**src/rtl/adc_frame_sampler_if.sv**
```systemverilog
// -----------------------------------------------------------------------------
// adc_frame_sampler_if
// Valid/ready stream carrying one averaged ADC word per taxel channel from the
// frame sampler to the frame buffer.
//   out_valid  master->slave  averaged sample available
//   out_ready  slave->master  downstream accepts when out_valid & out_ready
//   out_ch     master->slave  channel index of out_data (CH_W bits)
//   out_data   master->slave  averaged 16-bit sample
// -----------------------------------------------------------------------------
interface adc_frame_sampler_if #(
   parameter int CH_W = 4
) ();
   logic            out_valid;
   logic            out_ready;
   logic [CH_W-1:0] out_ch;
   logic [15:0]     out_data;

   modport master (
      output out_valid,
      output out_ch,
      output out_data,
      input  out_ready
   );

   modport slave (
      input  out_valid,
      input  out_ch,
      input  out_data,
      output out_ready
   );
endinterface

```
**src/rtl/adc_frame_sampler.sv**
```systemverilog
// -----------------------------------------------------------------------------
// adc_frame_sampler
// Walks the analog mux across CH_NUM taxel channels. After each mux change it
// waits SETTLE_CNT cycles, then requests 2^AVG_LOG2 conversions from the ADC
// controller, sums the results and emits the truncated mean per channel.
// Ports:
//   clk_50m, rst      clock; synchronous active-high reset
//   init_done         ADC controller configured; frames are only accepted then
//   frame_start       single-cycle request to sample one frame
//   conv_done/data    ADC result strobe and value (data valid only with strobe)
//   begin_conv        single-cycle conversion request
//   mux_sel           analog mux channel select
//   out_if            averaged sample stream (valid/ready, channel, data)
//   frame_done        pulse after the last channel of a frame is accepted
//   busy              high in every state except IDLE
//   timeout_err       sticky: a conversion timed out and the frame was aborted
//   overrun_err       sticky: frame_start arrived while a frame was running
// -----------------------------------------------------------------------------
module adc_frame_sampler #(
   parameter int CH_NUM      = 16,
   parameter int CH_W        = 4,
   parameter int AVG_LOG2    = 2,
   parameter int SETTLE_CNT  = 50,
   parameter int TIMEOUT_CNT = 4095
) (
   input  logic                clk_50m,
   input  logic                rst,
   input  logic                init_done,
   input  logic                frame_start,
   input  logic                conv_done,
   input  logic [15:0]         conv_data,
   output logic                begin_conv,
   output logic [CH_W-1:0]     mux_sel,
   adc_frame_sampler_if.master out_if,
   output logic                frame_done,
   output logic                busy,
   output logic                timeout_err,
   output logic                overrun_err
);

   localparam int ACC_W = 16 + AVG_LOG2;
   localparam int CNT_W = AVG_LOG2 + 1;
   localparam int SET_W = $clog2(SETTLE_CNT + 1);
   localparam int TO_W  = $clog2(TIMEOUT_CNT + 1);

   localparam logic [CH_W-1:0]  CH_LAST     = CH_W'(CH_NUM - 1);
   localparam logic [CNT_W-1:0] SAMPLES     = CNT_W'(1 << AVG_LOG2);
   localparam logic [SET_W-1:0] SETTLE_LAST = SET_W'(SETTLE_CNT - 1);
   localparam logic [TO_W-1:0]  TO_LAST     = TO_W'(TIMEOUT_CNT - 1);

   typedef enum logic [2:0] {
      S_IDLE, S_SETTLE, S_TRIG, S_WAIT, S_ACC, S_EMIT
   } state_e;

   state_e             state_q;
   logic [CH_W-1:0]    ch_q;
   logic [SET_W-1:0]   settle_cnt_q;
   logic [TO_W-1:0]    wait_cnt_q;
   logic [CNT_W-1:0]   samp_cnt_q;
   logic [ACC_W-1:0]   acc_q;
   logic [15:0]        sample_q;
   logic               begin_conv_q;
   logic               out_valid_q;
   logic [CH_W-1:0]    out_ch_q;
   logic [15:0]        out_data_q;
   logic               frame_done_q;
   logic               busy_q;
   logic               timeout_err_q;
   logic               overrun_err_q;

   // Accumulator is 16+AVG_LOG2 bits wide, so summing 2^AVG_LOG2 full-scale
   // samples can never wrap.
   logic [ACC_W-1:0]   acc_d;
   logic [CNT_W-1:0]   samp_cnt_d;

   assign acc_d      = acc_q + ACC_W'(sample_q);
   assign samp_cnt_d = samp_cnt_q + CNT_W'(1);

   // NOTE: every register below is assigned with <= so all state updates
   // see the pre-edge values, independent of statement order.
   always_ff @(posedge clk_50m) begin
      if (rst) begin
         state_q       <= S_IDLE;
         ch_q          <= '0;
         settle_cnt_q  <= '0;
         wait_cnt_q    <= '0;
         samp_cnt_q    <= '0;
         acc_q         <= '0;
         sample_q      <= '0;
         begin_conv_q  <= 1'b0;
         out_valid_q   <= 1'b0;
         out_ch_q      <= '0;
         out_data_q    <= '0;
         frame_done_q  <= 1'b0;
         busy_q        <= 1'b0;
         timeout_err_q <= 1'b0;
         overrun_err_q <= 1'b0;
      end else begin
         // Single-cycle strobes default low.
         begin_conv_q <= 1'b0;
         frame_done_q <= 1'b0;

         if (frame_start && (state_q != S_IDLE)) begin
            overrun_err_q <= 1'b1;
         end

         case (state_q)
            S_IDLE: begin
               if (frame_start && init_done) begin
                  ch_q          <= '0;
                  settle_cnt_q  <= '0;
                  samp_cnt_q    <= '0;
                  acc_q         <= '0;
                  timeout_err_q <= 1'b0;
                  overrun_err_q <= 1'b0;
                  busy_q        <= 1'b1;
                  state_q       <= S_SETTLE;
               end
            end

            S_SETTLE: begin
               if (settle_cnt_q == SETTLE_LAST) begin
                  begin_conv_q <= 1'b1;
                  state_q      <= S_TRIG;
               end else begin
                  settle_cnt_q <= settle_cnt_q + SET_W'(1);
               end
            end

            S_TRIG: begin
               // The trigger cycle itself counts towards the timeout.
               wait_cnt_q <= TO_W'(1);
               state_q    <= S_WAIT;
            end

            S_WAIT: begin
               if (conv_done) begin
                  sample_q <= conv_data;
                  state_q  <= S_ACC;
               end else if (wait_cnt_q >= TO_LAST) begin
                  timeout_err_q <= 1'b1;
                  ch_q          <= '0;
                  acc_q         <= '0;
                  samp_cnt_q    <= '0;
                  busy_q        <= 1'b0;
                  state_q       <= S_IDLE;
               end else begin
                  wait_cnt_q <= wait_cnt_q + TO_W'(1);
               end
            end

            S_ACC: begin
               acc_q      <= acc_d;
               samp_cnt_q <= samp_cnt_d;
               if (samp_cnt_d < SAMPLES) begin
                  // Same channel: retrigger without re-settling the mux.
                  begin_conv_q <= 1'b1;
                  state_q      <= S_TRIG;
               end else begin
                  out_valid_q <= 1'b1;
                  out_data_q  <= acc_d[AVG_LOG2+15:AVG_LOG2];
                  out_ch_q    <= ch_q;
                  state_q     <= S_EMIT;
               end
            end

            S_EMIT: begin
               if (out_if.out_ready) begin
                  out_valid_q <= 1'b0;
                  acc_q       <= '0;
                  samp_cnt_q  <= '0;
                  if (ch_q == CH_LAST) begin
                     frame_done_q <= 1'b1;
                     ch_q         <= '0;
                     busy_q       <= 1'b0;
                     state_q      <= S_IDLE;
                  end else begin
                     ch_q         <= ch_q + CH_W'(1);
                     settle_cnt_q <= '0;
                     state_q      <= S_SETTLE;
                  end
               end
            end

            default: state_q <= S_IDLE;
         endcase
      end
   end

   // ch_q only moves on SETTLE entry and on return to IDLE, so it is the mux
   // select directly.
   assign mux_sel          = ch_q;
   assign begin_conv       = begin_conv_q;
   assign out_if.out_valid = out_valid_q;
   assign out_if.out_ch    = out_ch_q;
   assign out_if.out_data  = out_data_q;
   assign frame_done       = frame_done_q;
   assign busy             = busy_q;
   assign timeout_err      = timeout_err_q;
   assign overrun_err      = overrun_err_q;

endmodule

```
**src/flat_wrapper.sv**
```systemverilog
// flat-port wrapper written by rule: the top's interface ports become plain ports
module adc_frame_sampler_flat 
#(
   parameter int CH_NUM      = 16,
   parameter int CH_W        = 4,
   parameter int AVG_LOG2    = 2,
   parameter int SETTLE_CNT  = 50,
   parameter int TIMEOUT_CNT = 4095
)
  (clk_50m, rst, init_done, frame_start, conv_done, conv_data, begin_conv, mux_sel, frame_done, busy, timeout_err, overrun_err, out_if_out_valid, out_if_out_ch, out_if_out_data, out_if_out_ready);
  adc_frame_sampler_if #(.CH_W(CH_W)) out_if_i ();
  input  logic clk_50m;
  input  logic rst;
  input  logic init_done;
  input  logic frame_start;
  input  logic conv_done;
  input  logic [15:0] conv_data;
  output logic begin_conv;
  output logic [CH_W-1:0] mux_sel;
  output logic frame_done;
  output logic busy;
  output logic timeout_err;
  output logic overrun_err;
  output wire logic [$bits(out_if_i.out_valid)-1:0] out_if_out_valid;
  output wire logic [$bits(out_if_i.out_ch)-1:0] out_if_out_ch;
  output wire logic [$bits(out_if_i.out_data)-1:0] out_if_out_data;
  input wire logic [$bits(out_if_i.out_ready)-1:0] out_if_out_ready;
  assign out_if_out_valid = out_if_i.out_valid;
  assign out_if_out_ch = out_if_i.out_ch;
  assign out_if_out_data = out_if_i.out_data;
  assign out_if_i.out_ready = out_if_out_ready;
  adc_frame_sampler #(.CH_NUM(CH_NUM), .CH_W(CH_W), .AVG_LOG2(AVG_LOG2), .SETTLE_CNT(SETTLE_CNT), .TIMEOUT_CNT(TIMEOUT_CNT)) u_core (.clk_50m(clk_50m), .rst(rst), .init_done(init_done), .frame_start(frame_start), .conv_done(conv_done), .conv_data(conv_data), .begin_conv(begin_conv), .mux_sel(mux_sel), .out_if(out_if_i), .frame_done(frame_done), .busy(busy), .timeout_err(timeout_err), .overrun_err(overrun_err));
endmodule
```
**config.mk**
```make
export PLATFORM = sky130hd
export DESIGN_NAME = adc_frame_sampler_flat
export DESIGN_NICKNAME = d
export VERILOG_FILES = /design/src/rtl/adc_frame_sampler_if.sv /design/src/rtl/adc_frame_sampler.sv /design/src/flat_wrapper.sv
export SDC_FILE = /design/constraint.sdc
export NUM_CORES = 1
export LEC_CHECK = 0
export ABC_AREA = 1
export CORE_MARGIN = 4
export CORE_UTILIZATION = 45
export CTS_BUF_LIST = sky130_fd_sc_hd__clkbuf_16
export DETAILED_ROUTE_END_ITERATION = 6
export GPL_TIMING_DRIVEN = 0
export PLACE_DENSITY = 0.64
export SETUP_SLACK_MARGIN = 0.5
export SLEW_MARGIN = 20
export SYNTH_ARGS = -nofsm -noshare
export SYNTH_HDL_FRONTEND = slang
export SYNTH_SLANG_ARGS = --single-unit
export TNS_END_PERCENT = 100
```
**constraint.sdc**
```tcl
create_clock -name clk_50m -period 2.2 [get_ports clk_50m]
set_clock_uncertainty 0.1 [all_clocks]
set_input_delay 0.22 -clock clk_50m [delete_from_list [all_inputs] [get_ports clk_50m]]
set_output_delay 0.22 -clock clk_50m [all_outputs]
set_load 0.03 [all_outputs]
```
After elaboration in Yosys (flattened, before gate mapping)
Index checks and enable logic that the tools add are counted.

$add $sub $neg: 5. Order comparisons: 2. Equal/unequal tests: 18. Muxes and demuxes: 51. Bitwise gates (word level): 3. Reduce and logical (&&, ||, !) cells: 21.

Operators with widths (number): $mux 18 (4); $pmux 18 s4 (1); $mux 3 (9); $mux 12 (2); $mux 6 (4); $pmux 12 s2 (1); $mux 4 (5); $add 18x16->18 (1); $pmux 3 s6 (1); $pmux 6 s3 (1); $mux 1 (17); $reduce_and 5->1 (3); $add 12x1->12 const B (1); $ge 12x12->1 const B (1); $ne 2x2->1 const B (6); $pmux 3 s4 (1); $pmux 4 s3 (1); $reduce_bool 3->1 (3); $ne 2x1->1 const B (4); $reduce_and 4->1 (2); $add 6x1->6 const B (1); $eq 3x2->1 const B (2); $eq 3x3->1 const B (2); $eq 6x6->1 const B (1); 17 further kinds (26).

Flip-flop bits (word level): 88. Input port bits: 22. Output and inout bits: 30. Logic and storage cells: 115.

Logic depth before layout (Yosys ltp)
Depth after elaboration: 5. Mapped depth: 14. Gate-level depth less buffers: 14.

Least setup slack after synthesis
OpenSTA, ideal clock, no wires.

Path kind: register to register. Start point: register u_core.sample_q[0]. End point: register u_core.out_data_q[6], in the netlist u_core.out_if.out_data[6]. Library setup time: 116 ps. Arrival time: 1704 ps. Required time: 1984 ps. Path slack: 279 ps. Cell stages (with the launch flop): 12. Buffers on the path: 0. Clock period less this slack: 1921 ps. Cells stage by stage: dfxtp_1 -> ha_1 -> fa_1 -> nand3_1 -> nand2_1 -> nand2_1 -> nand2_1 -> or2_2 -> nand2_1 -> nand2_1 -> o211ai_1 -> inv_1.

Word-level cells in the longest chain between the ends: 1.

RTL lines: start: declaration (RTL line adc_frame_sampler.sv:61) `logic [15:0] sample_q;`; start signal: assignment (RTL line adc_frame_sampler.sv:138) `sample_q <= conv_data;`; $add 18x16->18 (RTL line adc_frame_sampler.sv:76) `assign acc_d = acc_q + ACC_W'(sample_q);`; end signal: assignment (RTL line adc_frame_sampler.sv:161) `out_data_q <= acc_d[AVG_LOG2+15:AVG_LOG2];`; end: declaration (RTL line adc_frame_sampler.sv:65) `logic [15:0] out_data_q;`.

No other way between the ends. A chain may end at the register's enable or synchronous reset.

Worst setup path after layout
Start point: register u_core.acc_q[0]. End point: register u_core.out_data_q[6], in the netlist u_core.out_if.out_data[6].

Word-level cells in the longest chain between the ends: 1.

RTL lines: start: declaration (RTL line adc_frame_sampler.sv:60) `logic [ACC_W-1:0] acc_q;`; start signal: assignment (RTL line adc_frame_sampler.sv:88) `acc_q <= '0;`; start signal: assignment (RTL line adc_frame_sampler.sv:113) `acc_q <= '0;`; start signal: assignment (RTL line adc_frame_sampler.sv:143) `acc_q <= '0;`; $add 18x16->18 (RTL line adc_frame_sampler.sv:76).

No other way between the ends.

==> flow_metrics.env <==
export IMPL_seqPwrFrac=0.378
export IMPL_clock_sinks=88
export IMPL_p_int_w=0.00313
export IMPL_ys_seq_area_frac=0.375
export IMPL_yosysWarningCount=0
export IMPL_fin_crit_sh=0.842
export IMPL_area_growth_pct=52.4
export IMPL_rsz0062_at_grt="yes"
export IMPL_ir_drop_mv=0.423
export IMPL_grt_util_met3=0.0332
export IMPL_synth_area_um2=4690
export IMPL_top_usage_layer="met2"
export IMPL_grt_use_met1=0.304
export IMPL_multiInputGateArea_um2=3540
export IMPL_crit_arrival_ns=1.99
export IMPL_wirelength_mm=15.0
export IMPL_yosysMostFrequentCell="nand2_1"
export IMPL_grt_remaining_overflow=0
export IMPL_clkTransAtPathRegs_ns=0.07
export IMPL_clock_latency_ns=0.35
export IMPL_ys_ff_latch=88
export IMPL_ys_async_sr_fraction=0
export IMPL_grt_usage=0.226
export IMPL_drtPass1Iterations=4
export IMPL_antenna_found_initial=0
export IMPL_fmax_mhz=540
export IMPL_finalSetupTns_ns=0
export IMPL_drc=0
export IMPL_p_total_w=0.00457
export IMPL_grt_pass1_wl_mm=21.2
export IMPL_ant_nets=0
export IMPL_netSwitchingFraction=0.316
export IMPL_grt_pass1_vias=4405
export IMPL_die_h_um=110
export IMPL_startpoint_type="register"
export IMPL_synth_flop_cell="dfxtp_1"
export IMPL_start_util=0.459
export IMPL_synth_fp_nets=738
export IMPL_gp_congestion=0.923
export IMPL_wl_per_cell_um=16.0
export IMPL_cp_slowest_cell="fa_2"
export IMPL_comb_power_share=0.254
export IMPL_avgViaCountPerCell=5.37
export IMPL_finalMaxSlewViolations=0
export IMPL_root_buffer="clkbuf_16"
export IMPL_cts_tree="built"
export IMPL_path_common_cell="nand2_4"
export IMPL_drv_cap=0
export IMPL_dieArea_um2=12100
export IMPL_final_util=0.699
export IMPL_synth_avg_cell_area_um2=6.77
export IMPL_worst_pin_slew_ns=0.919
export IMPL_synth_top_area_frac=0.375
export IMPL_drive_gt1_frac=0.374
export IMPL_htree_num_levels=3
export IMPL_synthTopCellsByCount="181 x nand2_1, 113 x nor2_1, 88 x dfxtp_1, 61 x a21oi_1, 58 x inv_1"
export IMPL_hpwl_mm=9.31
export IMPL_yosys_area_top_type="dfxtp_1"
export IMPL_nets=842
export IMPL_grt_max_degree=16
export IMPL_syn_inst=693
export IMPL_p_per_area_nw_per_um2=639
export IMPL_p_leak_nw=3.33
export IMPL_cts_buffer_depth=2
export IMPL_slew_headroom=0.387
export IMPL_criticalPathCategory="reg -> reg"
export IMPL_antennaDiodeCount=0
export IMPL_p_sw_w=0.00144
export IMPL_synth_edf_count=0
export IMPL_critPathMaxFanout=4
export IMPL_hp_class="in -> reg"
export IMPL_synth_area_top_cells="dfxtp_1 38%, nand2_1 14%, nor2_1 9.0%"
export IMPL_period_needed_ns=1.85
export IMPL_ys_types=37
export IMPL_crit_chain="ha_4, fa_2, nand3_2, nand2_4, nand2_4, nand2_4, or2_4, nand2_2, nand2_1, o211ai_1, inv_1"
export IMPL_rows=37
export IMPL_io_pins=52
export IMPL_met2_usage=0.366
export IMPL_cp_required_ns=2.34
export IMPL_cts_inserted_buffers=9
export IMPL_regArea_um2=1820
export IMPL_vias=5035
export IMPL_hold_viol_final=0
export IMPL_fillCellCount=773
export IMPL_core_um2=10200
export IMPL_die_w_um=110
export IMPL_dr_first_iter_drc_count=255
export IMPL_slowest_delay_ns=0.35
export IMPL_setup_viol=0
export IMPL_numPortBuffers=50
export IMPL_status="complete, no violations"
export IMPL_power_frac_clock=0.368
export IMPL_cp_end_kind="register"
routing by layer:
layer  share of wire  vias up
li1                -     2453
met2            0.48      170
met4           0.032        0
met1            0.43     2373
met3           0.058       39
met5               0        -
cell type report:
class | instances | area share
multi-input combinational | 519 | 0.495
sequential | 88 | 0.255
timing repair buffer | 93 | 0.126
inverter | 67 | 0.0397
clock buffer | 9 | 0.0315
tap | 136 | 0.0238
buffer | 19 | 0.0168
clock inverter | 7 | 0.0129
state kept, by name (all words and copies together) (netlist names):
signal	cells
u_core.state_q	3
u_core.acc_q	18
u_core.mux_sel	4
u_core.out_if.out_valid	1
u_core.frame_done	1
u_core.out_if.out_ch	4
u_core.settle_cnt_q	6
u_core.overrun_err	1
u_core.begin_conv	1
u_core.out_if.out_data	16
u_core.samp_cnt_q	3
u_core.wait_cnt_q	12
u_core.timeout_err	1
u_core.busy	1
u_core.sample_q	16
timing repair:
item                       CTS  global route
gates cloned                 2             1
pin swaps                   19            59
setup endpoints to repair   85            92
setup buffers               14            26
resized for setup           94           228
hold buffers                 0             0
power groups by stage:
stage / Combinational (W) / Sequential [W] / Clock (W)
after detailed placement: 0.000743 / 0.00175 / 0
after floorplan: 0.000462 / 0.00179 / 0
after CTS: 0.000897 / 0.00172 / 0.00169
after global routing: 0.00124 / 0.00174 / 0.00176
final: 0.00116 / 0.00173 / 0.00168
after global placement: 0.000730 / 0.00175 / 0
critical path, delay by kind of cell (launching register included):
kind                     cells  cell delay (ns)
AO/OA/AOI/OAI                1             0.08
adder cells (fa/ha/maj)      2             0.51
buffers and inverters        1             0.05
flip-flops                   1             0.34
AND/OR/NAND/NOR              7             0.66
placed cells by master, fill, tap and decap left out, drive strengths merged, types with 3 or more instances in the layout:
master	instances
inv	67
nand3b	4
nand2	184
nor2	118
o21ai	45
clkinv	5
nand4	7
or2	6
clkdlybuf4s50	27
buf	51
o21bai	3
a21o	3
a21oi	61
xor2	13
nand3	37
dlymetal6s2s	15
clkbuf	20
ha	22
dfxtp	88
dlygate4sd2	8
o211ai	3
nor3	3
cells by family after synthesis:
kind of cell | count (synthesis) | share of synthesized area
AND/OR/NAND/NOR | 361 | 0.322
XOR/XNOR | 15 | 0.0280
buffers and inverters | 86 | 0.0741
adder cells (fa/ha/maj) | 23 | 0.0629
AO/OA/AOI/OAI | 120 | 0.138
flip-flops | 88 | 0.375
worst paths after layout:
path	slack, ns	endpoint	from	cells past startpoint
worst max-delay path	0.35	u_core.out_if.out_data[6]	u_core.acc_q[0]	11
worst min register to register	0.37	u_core.samp_cnt_q[1]	u_core.samp_cnt_q[1]	2
worst min-delay path	0.31	u_core.settle_cnt_q[0]	rst	4
worst max register to register	0.35	u_core.out_if.out_data[6]	u_core.acc_q[0]	11
per-stage QoR:
step | hold WS, ns | instances | setup WS, ns | instance area (um2)
after detailed placement | 0.354 | 879 | 0.253 | 5410
after global placement | 0.351 | 879 | 0.255 | 5410
after global routing | 0.342 | 938 | 0.275 | 7150
final | 0.309 | 938 | 0.347 | 7150
after floorplan | 0.255 | 693 | 0.440 | 4740
after CTS | 0.344 | 911 | 0.387 | 6180
No activity file was read; power rests on OpenSTA's default activity.
